`config.mk`:
```
export PLATFORM = sky130hd
export DESIGN_NAME = tiled_matmul_seq
export DESIGN_NICKNAME = d
export VERILOG_FILES = /design/src/rtl/tiled_matmul_seq.sv
export SDC_FILE = /design/constraint.sdc
export NUM_CORES = 1
export LEC_CHECK = 0
export CAP_MARGIN = 5
export CORE_MARGIN = 1.5
export CORE_UTILIZATION = 50
export CTS_BUF_LIST = sky130_fd_sc_hd__clkbuf_16
export CTS_CLUSTER_SIZE = 8
export DETAILED_ROUTE_END_ITERATION = 16
export GPL_ROUTABILITY_DRIVEN = 0
export PLACE_DENSITY = 0.75
export SLEW_MARGIN = 20
export SYNTH_ARGS = -nofsm -noshare
export SYNTH_HDL_FRONTEND = slang
export SYNTH_SLANG_ARGS = --single-unit
```
`constraint.sdc`:
```
create_clock -name clk -period 5.4 [get_ports clk]
set_input_delay 1.08 -clock clk [delete_from_list [all_inputs] [get_ports clk]]
set_output_delay 1.08 -clock clk [all_outputs]
set_load 0.1 [all_outputs]
```
`src/rtl/tiled_matmul_seq.sv`:
```
// Tiled matrix-multiply sequencer: one MAC walks a tile-ordered loop nest over
// row-major A, B and C held in external synchronous RAMs, optionally accumulating
// into the existing C, saturating each result to DATA_W on write-back.
module tiled_matmul_seq #(
    parameter int DATA_W = 16,
    parameter int M      = 4,
    parameter int P      = 4,
    parameter int N      = 4,
    parameter int TILE   = 2,
    parameter int ADDR_W = 10
) (
    input  logic              clk,
    input  logic              rst_n,
    input  logic              start,
    input  logic              accumulate,
    output logic              busy,
    output logic              done,
    output logic              sat_flag,
    output logic              a_rd_en,
    output logic [ADDR_W-1:0] a_rd_addr,
    input  logic [DATA_W-1:0] a_rd_data,
    output logic              b_rd_en,
    output logic [ADDR_W-1:0] b_rd_addr,
    input  logic [DATA_W-1:0] b_rd_data,
    output logic              c_rd_en,
    output logic [ADDR_W-1:0] c_rd_addr,
    input  logic [DATA_W-1:0] c_rd_data,
    output logic              c_wr_en,
    output logic [ADDR_W-1:0] c_wr_addr,
    output logic [DATA_W-1:0] c_wr_data
);

    localparam int ACC_W = 2 * DATA_W + $clog2(P) + 1;

    localparam logic [ADDR_W-1:0] M_A = ADDR_W'(M);
    localparam logic [ADDR_W-1:0] N_A = ADDR_W'(N);
    localparam logic [ADDR_W-1:0] P_A = ADDR_W'(P);
    localparam logic [ADDR_W-1:0] T_A = ADDR_W'(TILE);
    localparam logic [ADDR_W-1:0] ONE = ADDR_W'(1);

    localparam logic signed [ACC_W-1:0] SAT_MAX = {{(ACC_W-DATA_W+1){1'b0}}, {(DATA_W-1){1'b1}}};
    localparam logic signed [ACC_W-1:0] SAT_MIN = {{(ACC_W-DATA_W+1){1'b1}}, {(DATA_W-1){1'b0}}};

    typedef enum logic [2:0] {
        S_IDLE,
        S_LOAD_C,
        S_MAC,
        S_DRAIN,
        S_WRITE,
        S_DONE
    } state_t;

    state_t state_q, state_d;

    logic [ADDR_W-1:0] i0_q, i0_d, l0_q, l0_d;
    logic [ADDR_W-1:0] ii_q, ii_d, ll_q, ll_d;
    logic [ADDR_W-1:0] r_q, r_d;
    logic              acc_mode_q, acc_mode_d;
    logic              sat_q, sat_d;
    logic signed [ACC_W-1:0] acc_q, acc_d;

    logic [ADDR_W-1:0]         row, col, tile_m, tile_n;
    logic signed [2*DATA_W-1:0] a_ext, b_ext, prod;
    logic signed [ACC_W-1:0]   prod_ext, c_ext;
    logic                      clamp_hi, clamp_lo;
    logic [DATA_W-1:0]         wr_val;

    // Datapath: element coordinates, clipped tile extents, product and saturation
    always_comb begin
        row      = i0_q + ii_q;
        col      = l0_q + ll_q;
        tile_m   = ((M_A - i0_q) < T_A) ? (M_A - i0_q) : T_A;
        tile_n   = ((N_A - l0_q) < T_A) ? (N_A - l0_q) : T_A;
        a_ext    = {{DATA_W{a_rd_data[DATA_W-1]}}, a_rd_data};
        b_ext    = {{DATA_W{b_rd_data[DATA_W-1]}}, b_rd_data};
        prod     = a_ext * b_ext;
        prod_ext = {{(ACC_W-2*DATA_W){prod[2*DATA_W-1]}}, prod};
        c_ext    = {{(ACC_W-DATA_W){c_rd_data[DATA_W-1]}}, c_rd_data};
        clamp_hi = acc_q > SAT_MAX;
        clamp_lo = acc_q < SAT_MIN;
        if (clamp_hi) begin
            wr_val = {1'b0, {(DATA_W-1){1'b1}}};
        end else if (clamp_lo) begin
            wr_val = {1'b1, {(DATA_W-1){1'b0}}};
        end else begin
            wr_val = acc_q[DATA_W-1:0];
        end
    end

    // Port outputs decoded from the registered state
    always_comb begin
        busy      = (state_q != S_IDLE) && (state_q != S_DONE);
        done      = (state_q == S_DONE);
        sat_flag  = sat_q;
        a_rd_en   = (state_q == S_MAC);
        b_rd_en   = (state_q == S_MAC);
        c_rd_en   = (state_q == S_LOAD_C);
        c_wr_en   = (state_q == S_WRITE);
        a_rd_addr = row * P_A + r_q;
        b_rd_addr = r_q * N_A + col;
        c_rd_addr = row * N_A + col;
        c_wr_addr = row * N_A + col;
        c_wr_data = wr_val;
    end

    // Next-state logic: loop nest i0 > l0 > ii > ll > r, advanced on each write
    always_comb begin
        state_d    = state_q;
        i0_d       = i0_q;
        l0_d       = l0_q;
        ii_d       = ii_q;
        ll_d       = ll_q;
        r_d        = r_q;
        acc_mode_d = acc_mode_q;
        sat_d      = sat_q;
        acc_d      = acc_q;
        unique case (state_q)
            S_IDLE: begin
                if (start) begin
                    acc_mode_d = accumulate;
                    sat_d      = 1'b0;
                    i0_d       = '0;
                    l0_d       = '0;
                    ii_d       = '0;
                    ll_d       = '0;
                    r_d        = '0;
                    acc_d      = '0;
                    state_d    = accumulate ? S_LOAD_C : S_MAC;
                end
            end
            S_LOAD_C: begin
                state_d = S_MAC;
            end
            S_MAC: begin
                // Products land one cycle after their request, so r=0 only seeds the accumulator
                if (r_q == '0) begin
                    acc_d = acc_mode_q ? c_ext : '0;
                end else begin
                    acc_d = acc_q + prod_ext;
                end
                if (r_q == P_A - ONE) begin
                    r_d     = '0;
                    state_d = S_DRAIN;
                end else begin
                    r_d = r_q + ONE;
                end
            end
            S_DRAIN: begin
                acc_d   = acc_q + prod_ext;
                state_d = S_WRITE;
            end
            S_WRITE: begin
                sat_d   = sat_q | clamp_hi | clamp_lo;
                state_d = acc_mode_q ? S_LOAD_C : S_MAC;
                if (ll_q + ONE < tile_n) begin
                    ll_d = ll_q + ONE;
                end else begin
                    ll_d = '0;
                    if (ii_q + ONE < tile_m) begin
                        ii_d = ii_q + ONE;
                    end else begin
                        ii_d = '0;
                        if (l0_q + T_A < N_A) begin
                            l0_d = l0_q + T_A;
                        end else begin
                            l0_d = '0;
                            if (i0_q + T_A < M_A) begin
                                i0_d = i0_q + T_A;
                            end else begin
                                i0_d    = '0;
                                state_d = S_DONE;
                            end
                        end
                    end
                end
            end
            S_DONE: begin
                state_d = S_IDLE;
            end
            default: begin
                state_d = S_IDLE;
            end
        endcase
    end

    // State and counter registers
    always_ff @(posedge clk or negedge rst_n) begin
        if (!rst_n) begin
            state_q    <= S_IDLE;
            i0_q       <= '0;
            l0_q       <= '0;
            ii_q       <= '0;
            ll_q       <= '0;
            r_q        <= '0;
            acc_mode_q <= 1'b0;
            sat_q      <= 1'b0;
            acc_q      <= '0;
        end else begin
            state_q    <= state_d;
            i0_q       <= i0_d;
            l0_q       <= l0_d;
            ii_q       <= ii_d;
            ll_q       <= ll_d;
            r_q        <= r_d;
            acc_mode_q <= acc_mode_d;
            sat_q      <= sat_d;
            acc_q      <= acc_d;
        end
    end

endmodule

```
-- Yosys cells after proc, flatten, opt, wreduce, memory -nomap -nowiden
Cells that the tools add are included.
Widths: inputs -> output; s select.
- add/subtract/negate cells: 13
- $mul: 1
- magnitude comparators: 8
- equality and inequality tests: 12
- muxes and demuxes: 36
- bitwise operators: 2
- reductions and logical operators: 15
- operator list (cell ; number):
    $mux 10 ; 14
    $mux 35 ; 3
    $pmux 35 s3 ; 1
    $pmux 10 s2 ; 5
    $add 10x10->10 ; 4
    $add 35x32->35 ; 1
    $gt 35x16->1 const B ; 1
    $lt 35x16->1 const B ; 1
    $mul 16x16->32 ; 1
    $mux 16 ; 2
    $add 10x1->10 const B ; 3
    $add 10x2->10 const B ; 2
    $lt 10x10->1 ; 2
    $lt 10x2->1 const B ; 2
    $lt 10x3->1 const B ; 2
    $sub 3x10->10 const A ; 2
    $mux 3 ; 6
    $pmux 3 s5 ; 1
    $eq 10x2->1 const B ; 1
    $logic_not 10->1 ; 1
    $reduce_and 2->1 ; 5
    $add 8x8->8 ; 1
    $ne 2x2->1 const B ; 4
    $eq 3x2->1 const B ; 2
    other kinds (15) ; 20
- register bits after elaboration: 90
- output and inout bits: 63

-- Logic depth before layout (Yosys ltp)
- depth after elaboration: 7
- mapped depth: 24
- mapped depth without buffers: 22

-- Worst setup path after synthesis
No wires, ideal clock.
- kind: input port to flip-flop
- start: input port a_rd_data[15]
- end: register acc_q[34]
- arrival: 6.786 ns
- path slack: -1.466 ns
- stages: 20
- path buffers: 1
- cells stage by stage: clkbuf_1 nand2_1 inv_1 fa_1 fa_1 fa_1 fa_1 fa_1 inv_1 fa_1 inv_1 ha_1 inv_1 o21bai_1 a21oi_1 o21ai_1 a2111oi_4 nand2_1 a2111o_1 o211ai_2
- word-level cells in the longest chain between the ends: 4
- ends and longest elaborated chain (element ; line ; RTL):
    from (decl) ; 21 ; input logic [DATA_W-1:0] a_rd_data,
    $mul 16x16->32 * ; 76 ; prod = a_ext * b_ext;
    $add 35x32->35 * ; 139, 149 ;
    $mux 35 ; 136 ; if (r_q == '0) begin
    $pmux 35 s3 * ; 117 ; unique case (state_q)
    to (signal assigned) ; 197 ; acc_q <= '0;
    to (signal assigned) ; 207 ; acc_q <= acc_d;
    to (decl) ; 60 ; logic signed [ACC_W-1:0] acc_q, acc_d;
Every way passes the cells marked *; elsewhere a longest branch is shown, timed or not.
A chain may end at the register's enable or synchronous reset.

-- Worst setup path after layout
- start: input port a_rd_data[15]
- end: register acc_q[33]
Same word-level chain as after synthesis.

==> metrics.log <==
INFO  metric vias_per_cell = 5.462
INFO  metric grt_max_degree = 46
INFO  metric final-setup-viol-count = 26
INFO  metric clk_pin_slew_worst_paths = 80 ps
INFO  metric clock_tree_from_tritoncts = yes
INFO  metric num_vias = 14,990
INFO  metric post-route-drc-count = 0
INFO  metric final-hold-violation-count = 0
INFO  metric worst_slack = -1061 ps
INFO  metric top_achievable_clock_speed = 154.8 MHz
INFO  metric end_of_the_worst_register_to_register_path = acc_q[34]$_DFFE_PN0P_
INFO  metric worst_hold_path.num_cells = 2
INFO  metric place.port_buffers = 114
INFO  metric layout_common_cells = 349 x inv_1, 284 x fa_1, 209 x buf_4
INFO  metric grt_first_pass_wirelength = 81.68 mm
INFO  metric syn-cell-area = 17,830 µm²
INFO  metric critical_path.reg2reg.startpoint = acc_q[15]$_DFFE_PN0P_
INFO  metric required = 5630 ps
INFO  metric cts_max_path_buffers = 2
INFO  metric violated_checks = setup timing
INFO  metric cts_buffers = 9
INFO  metric max-slew-margin-rel = 32.16%
INFO  metric period_minus_slack = 6461 ps
INFO  metric tritoncts_num_sinks = 88
INFO  metric final_antenna_net_count = 0
INFO  metric timing.hold.worst.start = ii_q[9]$_DFFE_PN0P_
INFO  metric result_of_the_run = finished, violations left
INFO  metric yosys.area.top_type = fa_1
INFO  metric globalRouteOverflowTotal = 0
INFO  metric yosys_warnings = 0
INFO  metric synthesis.instances = 1,956
INFO  metric place_inst = 2,643
INFO  metric synth.avg_cell_area = 9.118 µm²
INFO  metric dpl-instance-area = 21,100 µm²
INFO  metric ys_seq_area_share = 12.35%
INFO  metric synth-edff-count = 0
INFO  metric stdcell_area = 23,000 µm²
INFO  metric design.final.nets = 2,814
INFO  metric netlist.area_leader.share = 35.13%
INFO  metric ys_dominant_reg_cell = dfrtp_1
INFO  metric globalRouteTotalUtil = 28.24%
INFO  metric finalWirelength = 50.19 mm
INFO  metric max_cap_violations = 0
INFO  metric hold_slack = 506.8 ps
INFO  metric fp-row-count = 68
INFO  metric clkLatencyLatePin = 340 ps
INFO  metric clock_tree.root_cell = clkbuf_16
INFO  metric worst_r2r_path_depth = 18
INFO  metric fp.coreArea = 34,800 µm²
INFO  metric layout_commonest_cell = inv_1
INFO  metric final_cell_count_no_fill = 2,744
INFO  metric synth.area.top_cells = fa_1 35%, dfrtp_1 12%, ha_1 12%, inv_1 8.4%, nand2_1 4.6%
INFO  metric area_delta_synth_final = 28.99%
INFO  metric critical_path.startpoint_type = input pin
INFO  metric min_delay_worst_type = flip-flop to flip-flop
INFO  metric drtPass1Iterations = 6
INFO  metric boundaryPins = 115
INFO  metric hold-path-endpoint = ii_q[9]$_DFFE_PN0P_
INFO  metric layout_worst_path_cycle_share = 119.7%
INFO  metric inserted_diodes = 0
INFO  metric drive_gt1_share = 25.91%
INFO  metric drt_first_iter_violations = 1,150
INFO  metric worst-slew-pin-transition = 1014 ps
INFO  metric crit_path_max_fanout = 5
INFO  metric first_global_vias = 15,970
INFO  metric crit_path_end_kind = flip-flop
INFO  metric finalClockSkew = 11.65 ps
INFO  metric asyncSetResetFlopFracSynth = 100.0%
INFO  metric worstPathArrival = 6690 ps
INFO  metric post_drt_wl_per_cell = 18.29 µm
INFO  metric startpoint_to_endpoint_class_of_the_critical_path = input pin to flip-flop
INFO  metric dieArea = 36,810 µm²
INFO  metric regToRegSetupSlack = 220 ps
INFO  metric dp_hpwl = 37.84 mm
INFO  metric post_synth_num_cell_types = 84
INFO  metric die_width = 191.9 µm
INFO  metric multi_input_area = 14,830 µm²
INFO  metric final-seq-area = 2202 µm²
INFO  metric postSynthRegisterBits = 88
INFO  metric vertical_die_dimension = 191.9 µm
INFO  metric htree_num_levels = 3
INFO  metric antenna_violations_before_repair = 0
INFO  metric initial_utilization = 51.25%
INFO  metric slew_viol_final = 0
INFO  metric final.fill_count = 2,506
INFO  metric unrepaired_setup_endpoints_after_global_routing = yes
## Yosys cell counts, types with 4 or more instances
| library cell | number |
|---|---|
| a211oi_1 | 4 |
| a21o_1 | 22 |
| a21oi_1 | 75 |
| a222oi_1 | 6 |
| a22o_1 | 10 |
| a22oi_1 | 10 |
| a31o_1 | 4 |
| a31oi_1 | 4 |
| and2_1 | 127 |
| and3_1 | 11 |
| buf_2 | 9 |
| buf_4 | 17 |
| clkbuf_1 | 43 |
| dfrtp_1 | 88 |
| fa_1 | 313 |
| ha_1 | 165 |
| inv_1 | 400 |
| nand2_1 | 217 |
| nand2b_1 | 7 |
| nand3_1 | 28 |
| nand4_1 | 10 |
| nor2_1 | 64 |
| nor2b_1 | 19 |
| nor3_1 | 20 |
| nor4_1 | 6 |
| o21a_1 | 15 |
| o21ai_0 | 45 |
| o21ai_1 | 22 |
| o21bai_1 | 21 |
| xnor2_1 | 53 |
| xor2_1 | 33 |
## layout make-up
cell class	instances	share of cell area (%)
Inverter	401	6.581
Clock inverter	7	0.3318
Clock buffer	9	0.9790
Sequential cell	88	9.572
Tap cell	455	2.475
Multi-Input combinational cell	1411	64.46
Timing Repair Buffer	373	15.60
## through the flow
stage               setup TNS [ps]  setup slack (ps)  util (%)
floorplan                   -12850            -811.1         -
detailed placement          -42000             -1849     60.62
finish                      -18740             -1061     66.11
CTS                         -16880            -901.0     64.87
global placement            -41010             -1789     60.62
global route                -22220             -1253     66.11
## state kept, by name (all words and copies together) (netlist names)
name        flops
sat_flag        1
ll_q           10
r_q            10
l0_q            9
state_q         3
acc_mode_q      1
ii_q           10
acc_q          35
i0_q            9
## how the worst max path moves through the flow
stage / start / end / slack [ps] / cells after the start
after floorplan: a_rd_data[15] / acc_q[34]$_DFFE_PN0P_ / -810 / 20
after global placement: b_rd_data[5] / acc_q[33]$_DFFE_PN0P_ / -1790 / 21
after detailed placement: b_rd_data[5] / acc_q[33]$_DFFE_PN0P_ / -1850 / 21
after CTS: a_rd_data[15] / acc_q[31]$_DFFE_PN0P_ / -900 / 21
after global routing: b_rd_data[11] / acc_q[31]$_DFFE_PN0P_ / -1250 / 23
final: a_rd_data[15] / acc_q[33]$_DFFE_PN0P_ / -1060 / 21
## critical path, stage by stage
cell and delay [ps]:
buf_8 110, buf_8 130, and2_4 140, fa_2 630, fa_2 550, fa_1 580
fa_1 430, fa_1 540, inv_2 40, fa_1 550, inv_2 60, ha_4 310
nand4_1 200, buf_4 200, nor2_4 150, nand2_2 110, o2111ai_4 250, nand4_1 210
a21oi_2 220, o21a_1 150, o31ai_2 70
## cells by family after synthesis
| group | share of synthesized area [%] |
|---|---|
| compound gates | 10.99 |
| xor+xnor | 4.223 |
| fa+ha+maj | 46.71 |
| buf+inv | 10.40 |
| flops | 12.35 |
| mux | 0.2947 |
| other cells | 0.02103 |
| simple gates | 15.01 |
## what timing repair did
item,in CTS,in global routing
hold buffers,0,0
setup buffers,54,25
setup endpoints to repair,28,27
gates resized for setup,301,121
gates cloned,17,0
pin swaps,168,135
hold endpoints to repair,0,0
## per-layer routing
metal	part of all wire (%)	up-vias	track usage, %
met4	4.5	0	10.91
met2	50	598	49.28
li1	-	6791	-
met3	5.1	160	3.033
met1	41	7438	36.00
met5	0	-	0
Power is left out: the tool's default activity adds up to more than one toggle a clock period on the data nets, which glitch-free logic cannot reach.
==> variant 1 (same settings) <==
The 6 states of `state_t` get a one-hot encoding in 6 bits.
--- a/src/rtl/tiled_matmul_seq.sv
+++ b/src/rtl/tiled_matmul_seq.sv
@@ -43,9 +43,9 @@
 
-    typedef enum logic [2:0] {
-        S_IDLE,
-        S_LOAD_C,
-        S_MAC,
-        S_DRAIN,
-        S_WRITE,
-        S_DONE
+    typedef enum logic [5:0] {
+        S_IDLE   = 6'b000001,
+        S_LOAD_C = 6'b000010,
+        S_MAC    = 6'b000100,
+        S_DRAIN  = 6'b001000,
+        S_WRITE  = 6'b010000,
+        S_DONE   = 6'b100000
     } state_t;
Check against the original RTL: same outputs for any inputs over 4 cycles, from zero or initial values and one cycle with rst_n low; so few cycles prove little.
==> variant 1 against the unedited design <==
The flow still finishes with violations (negative setup slack); die area is 0.57% higher; wire length is 0.81% higher; setup slack better by 34 ps; area after synthesis is 0.58% higher; sequential cell count is 3 higher; non-clock buffer count is 7 higher; final area is 0.91% higher; critical endpoint is now acc_q[32]$_DFFE_PN0P_.
Power is left out: the tool's default activity adds up to more than one toggle a clock period on the data nets, which glitch-free logic cannot reach.
==> variant 1: results (changes against the unedited design) <==
** Yosys
- Count of distinct cell types in the synthesized netlist :: 68 (was 84)
- Top post-synthesis cells by count :: 399 x sky130_fd_sc_hd__inv_1, 313 x sky130_fd_sc_hd__fa_1, 205 x sky130_fd_sc_hd__nand2_1, 165 x sky130_fd_sc_hd__ha_1, 130 x sky130_fd_sc_hd__and2_1 (was 400 x sky130_fd_sc_hd__inv_1, 313 x sky130_fd_sc_hd__fa_1, 217 x sky130_fd_sc_hd__nand2_1, 165 x sky130_fd_sc_hd__ha_1, 127 x sky130_fd_sc_hd__and2_1)
- The sequential area share after synthesis came to 12.7% (was 12.3%).

** Min path
- End point of the worst hold path :: sat_flag$_DFFE_PN0P_ (was ii_q[9]$_DFFE_PN0P_)
- Min-Delay Startpoint :: sat_flag$_DFFE_PN0P_ (was ii_q[9]$_DFFE_PN0P_)

** Cells and area
- The number of signal-net inverters in the final layout came to 400 (was 401).
- Post-route core utilization :: 65.4% (was 66.1%)
- The share of final-layout standard cells stronger than drive strength 1 came to 25.9% (about the same).
- Net total in the final layout :: 2,861 (was 2,814)
- FILL cells :: 2,607 (was 2,506)

** Die
- Well Taps :: 461 (was 455)

** Worst setup path
- Arrival time reported for the critical path endpoint :: 6630 ps (was 6690 ps)
- The endpoint of the most critical setup path is acc_q[32]$_DFFE_PN0P_ (was acc_q[33]$_DFFE_PN0P_).
- R2R cell count :: 20 (was 18)

** Drt
- The via count of the routed design came to 15.4k (was 15.0k).
- Pre-Repair DR Iteration Count :: 5 (was 6)

** Global route
- Global Route Usage Sum :: 28.1% (was 28.2%)
- Met2 global-route usage :: 48.6% (was 49.3%)
- Pin count of the biggest net entering global routing :: 49 (was 46)

** Outcome
- Result of the run: complete, but fails checks (unchanged).
- Failing checks: negative setup slack (unchanged).

** Timing
- The least setup slack across all paths after layout was -1030 ps (was -1060 ps).
- Final setup violation count :: 25 (was 26)
- Clock tree skew after final layout :: 12.5 ps (was 11.7 ps)

** Placement
- Detailed placement HPWL :: 38.0 mm (was 37.8 mm)
- The setup slack after placement came to -2110 ps (was -1850 ps).
-- variant 1: cell types whose count changed in the layout (fill, tap and decap cells not counted), moves of 9 or more --
cell	delta
sky130_fd_sc_hd__nor2_1	+19
sky130_fd_sc_hd__o21bai_1	-12
sky130_fd_sc_hd__o21ai_0	+22
sky130_fd_sc_hd__nand3_1	+9
sky130_fd_sc_hd__buf_6	+15
sky130_fd_sc_hd__nand2_1	-12
-- variant 1: critical path, stage by stage --
cell and delay, ps:
sky130_fd_sc_hd__buf_12 120, sky130_fd_sc_hd__buf_8 120, sky130_fd_sc_hd__nand2_4 60, sky130_fd_sc_hd__inv_4 30
sky130_fd_sc_hd__fa_2 590, sky130_fd_sc_hd__buf_6 110, sky130_fd_sc_hd__fa_2 480, sky130_fd_sc_hd__buf_6 150
sky130_fd_sc_hd__fa_2 530, sky130_fd_sc_hd__fa_1 450, sky130_fd_sc_hd__fa_1 590, sky130_fd_sc_hd__inv_2 40
sky130_fd_sc_hd__fa_1 510, sky130_fd_sc_hd__inv_2 50, sky130_fd_sc_hd__ha_4 240, sky130_fd_sc_hd__nand4_1 200
sky130_fd_sc_hd__nor2_1 90, sky130_fd_sc_hd__a221oi_2 290, sky130_fd_sc_hd__o21a_2 260, sky130_fd_sc_hd__a21oi_4 80
sky130_fd_sc_hd__or3_4 330, sky130_fd_sc_hd__a21oi_2 140, sky130_fd_sc_hd__o21ai_1 60
-- variant 1: what timing repair did --
item	CTS	global route
pin swaps	176	169
gates cloned	7	0
buffers inserted	62	32
endpoints found under the setup margin	28	29
resized for setup	307	161
==> variant 2 (same settings) <==
Without the edit above. Set the parameter `DATA_W` to 18 (it was 16).
--- a/src/rtl/tiled_matmul_seq.sv
+++ b/src/rtl/tiled_matmul_seq.sv
@@ -4,3 +4,3 @@
 module tiled_matmul_seq #(
-    parameter int DATA_W = 16,
+    parameter int DATA_W = 18,
     parameter int M      = 4,
Interface: changed (resized a_rd_data, b_rd_data, c_rd_data and c_wr_data); port bits go from 115 to 123. No check against the original RTL was run, so the function may have changed too.
==> variant 2 against the unedited design <==
The run still ends with negative setup slack left; wire length grew 24%; maximum frequency shrank 9.3%; highest routed layer unchanged; sequential cell count grew 4; count of clock-buffer cells in the layout is the same; final area grew 17%; area after synthesis grew 14%; setup slack lost 660 ps; non-clock buffer count grew 99.
Power is left out: the tool's default activity adds up to more than one toggle a clock period on the data nets, which glitch-free logic cannot reach.
==> variant 2: results (changes against the unedited design) <==
** Cells and area
- Fraction of final layout cells with drive strength greater than 1 :: 28.8% (was 25.9%)
- The total of fill cells in the finished design came to 2,785 (was 2,506).

** Outcome
- Failing checks: negative setup slack (unchanged).
- Result of the run :: complete, but fails checks (unchanged)

** Timing
- The worst slew margin relative to its limit is 30.2% (was 32.2%).
- Setup TNS :: -37,260 ps (was -18,740 ps)
- Final setup violation count :: 31 (was 26)
- The least setup slack across all paths after layout was -1720 ps (was -1060 ps).

** Yosys
- Top post-synthesis cells by count: 453 x sky130_fd_sc_hd__inv_1, 383 x sky130_fd_sc_hd__fa_1, 255 x sky130_fd_sc_hd__nand2_1, 179 x sky130_fd_sc_hd__ha_1, 162 x sky130_fd_sc_hd__and2_1 (was 400 x sky130_fd_sc_hd__inv_1, 313 x sky130_fd_sc_hd__fa_1, 217 x sky130_fd_sc_hd__nand2_1, 165 x sky130_fd_sc_hd__ha_1, 127 x sky130_fd_sc_hd__and2_1).
- Ranking of synthesized cells by area: sky130_fd_sc_hd__fa_1 38%, sky130_fd_sc_hd__dfrtp_1 11%, sky130_fd_sc_hd__ha_1 11% (was sky130_fd_sc_hd__fa_1 35%, sky130_fd_sc_hd__dfrtp_1 12%, sky130_fd_sc_hd__ha_1 12%).
- Synth Instances :: 2,234 (was 1,956)

** Placement
- Placed cell count :: 3,035 (was 2,643)
- Detailed placement HPWL :: 44.8 mm (was 37.8 mm)
- The setup slack after placement is -2590 ps (was -1850 ps).

** Min path
- Min-Delay Startpoint :: acc_q[21]$_DFFE_PN0P_ (was ii_q[9]$_DFFE_PN0P_)
- The capture endpoint of the worst hold path is acc_q[21]$_DFFE_PN0P_ (was ii_q[9]$_DFFE_PN0P_).

** Worst setup path
- Reg-to-reg slack, setup :: 90 ps (was 220 ps)
- The origin of the critical flop-to-flop path is acc_q[12]$_DFFE_PN0P_ (was acc_q[15]$_DFFE_PN0P_).
- Capture point of the worst reg-to-reg path :: acc_q[33]$_DFFE_PN0P_ (was acc_q[34]$_DFFE_PN0P_)
- The highest fanout seen on the critical path was 7 (was 5).
- R2R cell count :: 20 (was 18)

** Global route
- Number of antenna violations at the first check in global routing :: 1 (was 0)
- The maximum number of pins on one net before global-route repair came to 62 (was 46).

** CTS
- Source-to-sink clock delay at the later pin of the worst-skew pair :: 360 ps (was 340 ps)

** Drt
- Final routed wire length divided by cell count :: 19.6 um (was 18.3 um)
## variant 2: critical path, delay by kind of cell
family                   cells  cell delay [ps]
adder cells (fa/ha/maj)      8             3720
buffers and inverters        7             1090
AO/OA/AOI/OAI                4              830
AND/OR/NAND/NOR              5              660
## variant 2: what timing repair did
item,CTS,global route
pin swaps,238,190
setup endpoints to repair,34,34
cloned,2,0
setup buffers,94,45
resized for setup,378,208
endpoints found under the hold margin,0,0
## variant 2: worst max path at each step
stage                              from               endpoint  cells past startpoint
after floorplan           b_rd_data[10]  acc_q[35]$_DFFE_PN0P_                     26
after global placement    b_rd_data[17]  acc_q[35]$_DFFE_PN0P_                     21
final                     b_rd_data[15]  acc_q[33]$_DFFE_PN0P_                     24
after global routing      a_rd_data[17]  acc_q[33]$_DFFE_PN0P_                     25
after CTS                 a_rd_data[17]  acc_q[38]$_DFFE_PN0P_                     25
after detailed placement  b_rd_data[17]  acc_q[35]$_DFFE_PN0P_                     21
## variant 2: layout make-up
class,count,area share [%]
Sequential cell,92,8.54
Tap cell,525,2.44
Inverter,454,6.37
Antenna cell,1,0.00928
Multi-Input combinational cell,1610,65.3
Timing Repair Buffer,472,16.2
Clock buffer,9,0.835
Clock inverter,7,0.302
## variant 2: cell families (layout without fill, tap and decap cells)
logic type | after synthesis | count (layout) | share of synthesized area (%)
muxes | 7 | 7 | 0.350
AOI/OAI and AO/OA | 293 | 293 | 9.76
other | 1 | 17 | 0.0184
DFF | 92 | 92 | 11.3
adders and majority gates | 562 | 562 | 48.6
and+or+nand+nor | 651 | 651 | 16.0
buffers and inverters | 547 | 942 | 10.5
xor gates and xnor gates | 81 | 81 | 3.48
## variant 2: metrics by stage
| stage | cell area, um2 | utilization, % | hold WS [ps] |
|---|---|---|---|
| after global routing | 27000 | 67.4 | 527 |
| after detailed placement | 24300 | 60.7 | 468 |
| after floorplan | 21400 | - | 439 |
| final | 27000 | 67.4 | 476 |
| after CTS | 26200 | 65.6 | 484 |
| after global placement | 24300 | 60.7 | 451 |
## variant 2: layer usage
metal / global-route usage (%) / vias to the layer above / share of wire, %
met4: 12.1 / 0 / 5.4
li1: - / 7792 / -
met5: 0 / - / 0
met3: 4.57 / 265 / 7.6
met2: 49.4 / 898 / 50
met1: 36.6 / 8978 / 37
